### src/rtl/pc_branch_unit.sv
// MIPS32 program counter and next-PC stage: branch/jump/JR target selection,
// req/ready instruction fetch handshake, sticky JR misalignment fault and fetch counter.
module pc_branch_unit #(
  parameter logic [31:0] RESET_VECTOR = 32'h0040_0000,
  parameter int unsigned CNT_W        = 32
) (
  input  logic             clk,
  input  logic             rst,
  input  logic [31:0]      imm_ext,
  input  logic             branch_en,
  input  logic             branch_cond,
  input  logic             jump_en,
  input  logic [25:0]      jump_target,
  input  logic             jr_en,
  input  logic [31:0]      jr_addr,
  input  logic             stall,
  input  logic             imem_ready,
  output logic             imem_req,
  output logic [31:0]      pc,
  output logic [31:0]      pc_plus4,
  output logic             fetch_valid,
  output logic             misaligned,
  output logic [CNT_W-1:0] fetch_count
);

  typedef enum logic [1:0] {StBoot, StFetch, StFault} state_t;

  state_t      state;
  logic [31:0] branch_target;
  logic [31:0] jump_addr;
  logic [31:0] next_pc;
  logic        jr_bad;

  assign pc_plus4      = pc + 32'd4;
  // Immediate is already sign-extended; the shift drops its top two bits.
  assign branch_target = pc_plus4 + (imm_ext << 2);
  assign jump_addr     = {pc_plus4[31:28], jump_target, 2'b00};
  assign jr_bad        = jr_en & (jr_addr[1:0] != 2'b00);

  assign imem_req      = (state == StFetch);
  assign fetch_valid   = imem_req & imem_ready & ~stall;

  always_comb begin
    next_pc = pc_plus4;
    if (jr_en) begin
      next_pc = jr_addr;
    end else if (jump_en) begin
      next_pc = jump_addr;
    end else if (branch_en && branch_cond) begin
      next_pc = branch_target;
    end
  end

  always_ff @(posedge clk or posedge rst) begin
    if (rst) begin
      state       <= StBoot;
      pc          <= RESET_VECTOR;
      misaligned  <= 1'b0;
      fetch_count <= '0;
    end else begin
      unique case (state)
        StBoot: begin
          state <= StFetch;
        end
        StFetch: begin
          if (fetch_valid) begin
            // A misaligned JR still completes its fetch but freezes pc and count.
            if (jr_bad) begin
              state      <= StFault;
              misaligned <= 1'b1;
            end else begin
              pc          <= next_pc;
              fetch_count <= fetch_count + {{(CNT_W-1){1'b0}}, 1'b1};
            end
          end
        end
        StFault: begin
          misaligned <= 1'b1;
        end
        default: begin
          state <= StBoot;
        end
      endcase
    end
  end

endmodule

### config.mk
export PLATFORM = sky130hd
export DESIGN_NAME = pc_branch_unit
export DESIGN_NICKNAME = d
export VERILOG_FILES = /design/src/rtl/pc_branch_unit.sv
export SDC_FILE = /design/constraint.sdc
export NUM_CORES = 1
export LEC_CHECK = 0
export CAP_MARGIN = 5
export CELL_PAD_IN_SITES_DETAIL_PLACEMENT = 1
export CELL_PAD_IN_SITES_GLOBAL_PLACEMENT = 1
export CORE_MARGIN = 5
export CORE_UTILIZATION = 34
export CTS_BUF_LIST = sky130_fd_sc_hd__clkbuf_2
export CTS_CLUSTER_SIZE = 10
export DETAILED_ROUTE_END_ITERATION = 10
export PLACE_DENSITY_LB_ADDON = 0.2
export SYNTH_ARGS = -nofsm -noshare
export SYNTH_HDL_FRONTEND = slang
export SYNTH_SLANG_ARGS = --single-unit
### constraint.sdc
create_clock -name clk -period 4 [get_ports clk]
set_input_delay 1.2 -clock clk [delete_from_list [all_inputs] [get_ports clk]]
set_output_delay 1.2 -clock clk [all_outputs]
set_load 0.02 [all_outputs]
Word-level counts from Yosys, hierarchy flattened
Cells that the tools add are included.

storage, ports and cells
  bits in registers = 67
  input bits = 98
  output and inout bits = 99
  word-level logic and storage cells = 33

cells by class
  add/sub/neg operators = 3
  eq/ne operators = 4
  mux-type cells = 9
  bitwise gates (word level) = 6
  reductions and logical operators = 7

operators by type and width
  cell                                                              count
  32-bit two-way mux                                                3
  32-bit by 1-bit adder with 32-bit output (second input constant)  1
  32-bit by 3-bit adder with 32-bit output (second input constant)  1
  32-bit adder                                                      1
  3-bit AND reduction                                               3
  2-bit one-hot mux with 3 select lines                             1
  2-bit two-way mux                                                 2
  2-bit by 1-bit != test with 1-bit output (second input constant)  2
  2-bit nonzero test                                                2
  1-bit bitwise AND                                                 3
  1-bit NOT                                                         3
  2-bit by 1-bit == test with 1-bit output (second input constant)  1
  2-bit == test (second input constant)                             1
  2-bit logical NOT                                                 1
  1-bit two-way mux                                                 2
  1-bit one-hot mux with 2 select lines                             1
  1-bit logical AND                                                 1

Logic depth before layout (Yosys ltp)
Gate-level depths: netlist of run 1.

  depth in word-level cells = 5
  depth in mapped cells = 17
  mapped depth without buffers = 14

Worst setup path after synthesis of run 1
No wires, ideal clock.

  kind = flip-flop to flip-flop
  start point = reg pc[10]
  end point = reg pc[26]
  arrival = 3.786 ns
  required time = 3.879 ns
  path slack = 0.093 ns
  stages on the path, launching flop included = 17
  buffers on the path = 2
  clock period less this slack = 3.907 ns
  cell sequence = dfrtp_1 > nand4_1 > nor3_4 > and2_1 > clkbuf_1 > nand2_1 > xnor2_1 > ha_1 > clkbuf_1 > o21a_1 > o21a_1 > o21ai_0 > mux2i_1 > o311ai_0 > a31oi_1 > o311ai_0 > o22a_1

on the way
  word-level cells in the longest chain between the ends = 5

ends and longest elaborated chain
  what                                      RTL line  text
  from (decl)                               19        output logic [31:0] pc,
  from (signal assigned)                    72        pc <= next_pc;
  32-bit by 3-bit adder with 32-bit output  34        assign pc_plus4 = pc + 32'd4;
  via pc_plus4[22]                          20        output logic [31:0] pc_plus4,
  32-bit adder                              36        assign branch_target = pc_plus4 + (imm_ext << 2);
  32-bit two-way mux                        49        end else if (branch_en && branch_cond) begin
  32-bit two-way mux                        47        end else if (jump_en) begin
  32-bit two-way mux                        45        if (jr_en) begin

The timed path passes the listed nets, and every way through them passes these cells.
A chain may end at the register's enable or synchronous reset.

Final worst setup path of run 1
  start point = in imm_ext[0]
  end point = reg pc[30]

on the way
  word-level cells in the longest chain between the ends = 4

ends and longest elaborated chain
  what                RTL line  text
  from (decl)         9         input logic [31:0] imm_ext,
  32-bit adder        36
  32-bit two-way mux  49
  32-bit two-way mux  47
  32-bit two-way mux  45

No other way between the ends.

==> flow_summary.ini, run 1 <==
[critical_path]
critical_path.max_stage_delay_ns = 0.44
cpLargestDelayFamily = compound AO/OA/AOI/OAI gates
path_class = in -> reg
cp.required_ns = 4.51
rr_worst_depth = 15
crit_cells = 12
path_cells = clkdlybuf4s50_1 > ha_1 > fa_1 > a21o_1 > a221o_1 > a2111oi_4 > buf_4 > o211ai_1 > a21boi_2 > o31ai_1 > mux2_2 > a21oi_1
critPathSlowestCell = a2111oi_4
critPathLaunchType = input port
worst-path-buf-inv = 2
critPathArrivalTime_ns = 4.42
crit_fanout = 3
endpoint_kind = flop

[power_and_ir_drop]
clock_power_share_pct = 8.5
p_int_mw = 2.813
ir_drop_uv = 298.9
power_frac_comb_pct = 71.7
p_per_area_nw_per_um2 = 644.4
power_mw = 5.517
sw_frac_of_total_pct = 49.02
seq_power_share_pct = 19.9
p_sw_mw = 2.704
p_leak_nw = 3.793

[routing]
wirelength_um = 24370
drtIter0Drc = 287
detail_route.vias_per_cell = 5.505
drc_errors = 0
wl_per_cell_um = 20.86
dr.pass1.iters = 4
vias = 6430
drtAntennaViolNets = 0

[floorplan]
ios = 197
rows = 47
die_height_um = 140.2
die-area_um2 = 19650
die_w_um = 140.2
core_um2 = 16580
initial_core_util_pct = 34.74

[synthesis]
synth_top_area_share_pct = 28.67
netlist_area_um2 = 5761
syn_nets = 837
synthArstFlopShare_pct = 100.0
synth_enable_flop_cells = 0
synth_area_leaders = dfrtp_1 (29%), ha_1 (8.7%), xnor2_1 (8.7%)
synthCells = 698
synth_cell_types = 64
yosys.area.top_type = dfrtp_1
synth_ff_type = dfrtp_1
synth_warnings = 0
synth.ff_latch_count = 67
syn_area_per_cell_um2 = 8.253
yosysSeqAreaShare_pct = 29.13

[global_route]
grt_pass1_vias = 6974
grt_pass1_wl_um = 38060
grt-ovfl-total = 0
grt_use_total_pct = 24.18
grt_max_degree = 42
antenna_found_initial = 1

[sta]
period_minus_slack_ns = 3.913
finalCritPeriodShare_pct = 97.83
setup_viol = 0
maxSlewHeadroom_pct = 51.87
fmax_mhz = 255.5
worst_pin_slew_ns = 0.7210
fin_tns_setup_ns = 0
hold_viol = 0
slew_violations = 0
setup_ws_ns = 0.08674
clock-skew-final_ns = 0.04172

[flow_run]
cap_violations = 0

[clock_network]
cts_root_buffer = clkbuf_2
cts_buffer_depth = 2
cts-buffers-inserted = 9
cts_sinks = 67
ctsHoldBuffers = 0
cts_tree = built
htree_levels = 3
clk_latency_ns = 0.58
path_clk_slew_ns = 0.23

[place]
gp_congestion = 0.9181
hpwlAfterDp_um = 19450
dp_slack_ns = -0.5029
portBuffers = 194

[outcome]
status = completed

[cells_and_area]
layout_common_cells = clkdlybuf4s50_1 (174), nand2_1 (87), buf_4 (66), dfrtp_1 (60)
utilization_pct = 51.62
area_growth_pct = 48.61
final_nets = 1081
final_common_cell = clkdlybuf4s50_1
drive_gt1_share_pct = 13.09

[min_path]
hold_depth = 1
hold_path.class = reg -> reg
==> timing repair <==
item	CTS	global route
pin swaps	3	4
setup endpoints to repair	23	18
gates cloned	0	0
buffers inserted	6	6
resized for setup	34	14
==> kinds of logic after synthesis <==
group | synth area share [%]
AND/OR/NAND/NOR | 22.15
AO/OA/AOI/OAI | 21.63
XOR/XNOR | 12.95
flip-flops | 29.13
buffers and inverters | 3.692
adder cells (fa/ha/maj) | 9.036
multiplexers | 1.412
==> registers in the layout, indices dropped and copies added (netlist names) <==
signal / cells
state: 2
misaligned: 1
pc: 32
fetch_count: 32
==> stage by stage <==
stage | hold slack [ns] | instances | instance area, um2
3_5_place_dp | 0.4762 | 1139 | 8268
4_1_cts | 0.5050 | 1161 | 8474
3_3_place_gp | 0.4571 | 1139 | 8268
6_report | 0.4912 | 1168 | 8561
5_1_grt | 0.5106 | 1168 | 8561
2_1_floorplan | 0.5516 | 698 | 5761
==> power by group through the flow <==
stage	clock, mW	sequential, mW	combinational [mW]
final	0.468	1.10	3.95
after global routing	0.510	1.13	4.28
after CTS	0.487	1.09	3.89
after detailed placement	0	1.10	3.86
after global placement	0	1.09	3.74
after floorplan	0	1.25	2.03
==> worst register-to-register path, delay by kind of cell, from the launching register on <==
| kind | cells | cell delay, ns |
|---|---|---|
| and+or+nand+nor | 6 | 1.40 |
| buffers and inverters | 2 | 0.30 |
| AOI/OAI and AO/OA | 4 | 0.92 |
| adders and majority gates | 1 | 0.30 |
| DFF | 1 | 0.43 |
| xor gates and xnor gates | 2 | 0.36 |
==> path summary, 6_finish.rpt <==
check	startpoint	endpoint	slack [ns]
max in group asynchronous	rst	fetch_count[23]	2.28
setup / recovery	imm_ext[0]	pc[30]	0.09
setup reg to reg	pc[7]	pc[25]	0.18
min in group asynchronous	rst	pc[11]	1.01
hold / removal	fetch_count[31]	fetch_count[31]	0.49
hold reg to reg	fetch_count[31]	fetch_count[31]	0.49
==> Yosys cell counts, drive strengths merged (7+ instances only) <==
master / number
xor2: 25
nor3: 7
ha: 40
and3: 19
nand3: 33
nand2: 87
mux2i: 7
a31oi: 13
and2: 9
o21a: 9
xnor2: 58
clkbuf: 21
a21oi: 53
nand4: 21
inv: 19
o21ai: 42
dfrtp: 66
a21o: 16
nor2: 54
buf: 7
and4: 9
o22ai: 12
==> per-layer routing <==
metal	routed length, um	GRT usage (%)
met1	10280	30.13
met5	0	0
met3	1397	3.885
met4	496	7.139
met2	12200	42.92
==> layout make-up <==
| class | count | area (um2) |
|---|---|---|
| sequential | 67 | 1685 |
| tap | 220 | 275.3 |
| multi-input combinational | 583 | 3954 |
| clock buffer | 9 | 45.04 |
| inverter | 20 | 75.07 |
| timing repair buffer | 261 | 2442 |
| antenna | 1 | 2.502 |
| clock inverter | 7 | 81.33 |
| fill | 2029 | 8023 |
Power figures use the tool's default switching activity.
==> run 2: changes to the inputs <==
--- a/config.mk
+++ b/config.mk
@@ -14,6 +14,7 @@
 export CTS_CLUSTER_SIZE = 10
 export DETAILED_ROUTE_END_ITERATION = 10
 export PLACE_DENSITY_LB_ADDON = 0.2
+export SLEW_MARGIN = 20
 export SYNTH_ARGS = -nofsm -noshare
 export SYNTH_HDL_FRONTEND = slang
 export SYNTH_SLANG_ARGS = --single-unit
==> results of run 2 <==
Same layout as run 1: the final DEF is identical, and so are final timing and power.
==> run 3: changes to the inputs <==
--- a/config.mk
+++ b/config.mk
@@ -5,7 +5,8 @@
 export SDC_FILE = /design/constraint.sdc
 export NUM_CORES = 1
 export LEC_CHECK = 0
-export CAP_MARGIN = 5
+export ABC_CLOCK_PERIOD_IN_PS = 4000
+export CAP_MARGIN = 20
 export CELL_PAD_IN_SITES_DETAIL_PLACEMENT = 1
 export CELL_PAD_IN_SITES_GLOBAL_PLACEMENT = 1
 export CORE_MARGIN = 5
==> results of run 3 <==
Same layout as run 1: the final DEF is identical, and so are final timing and power.
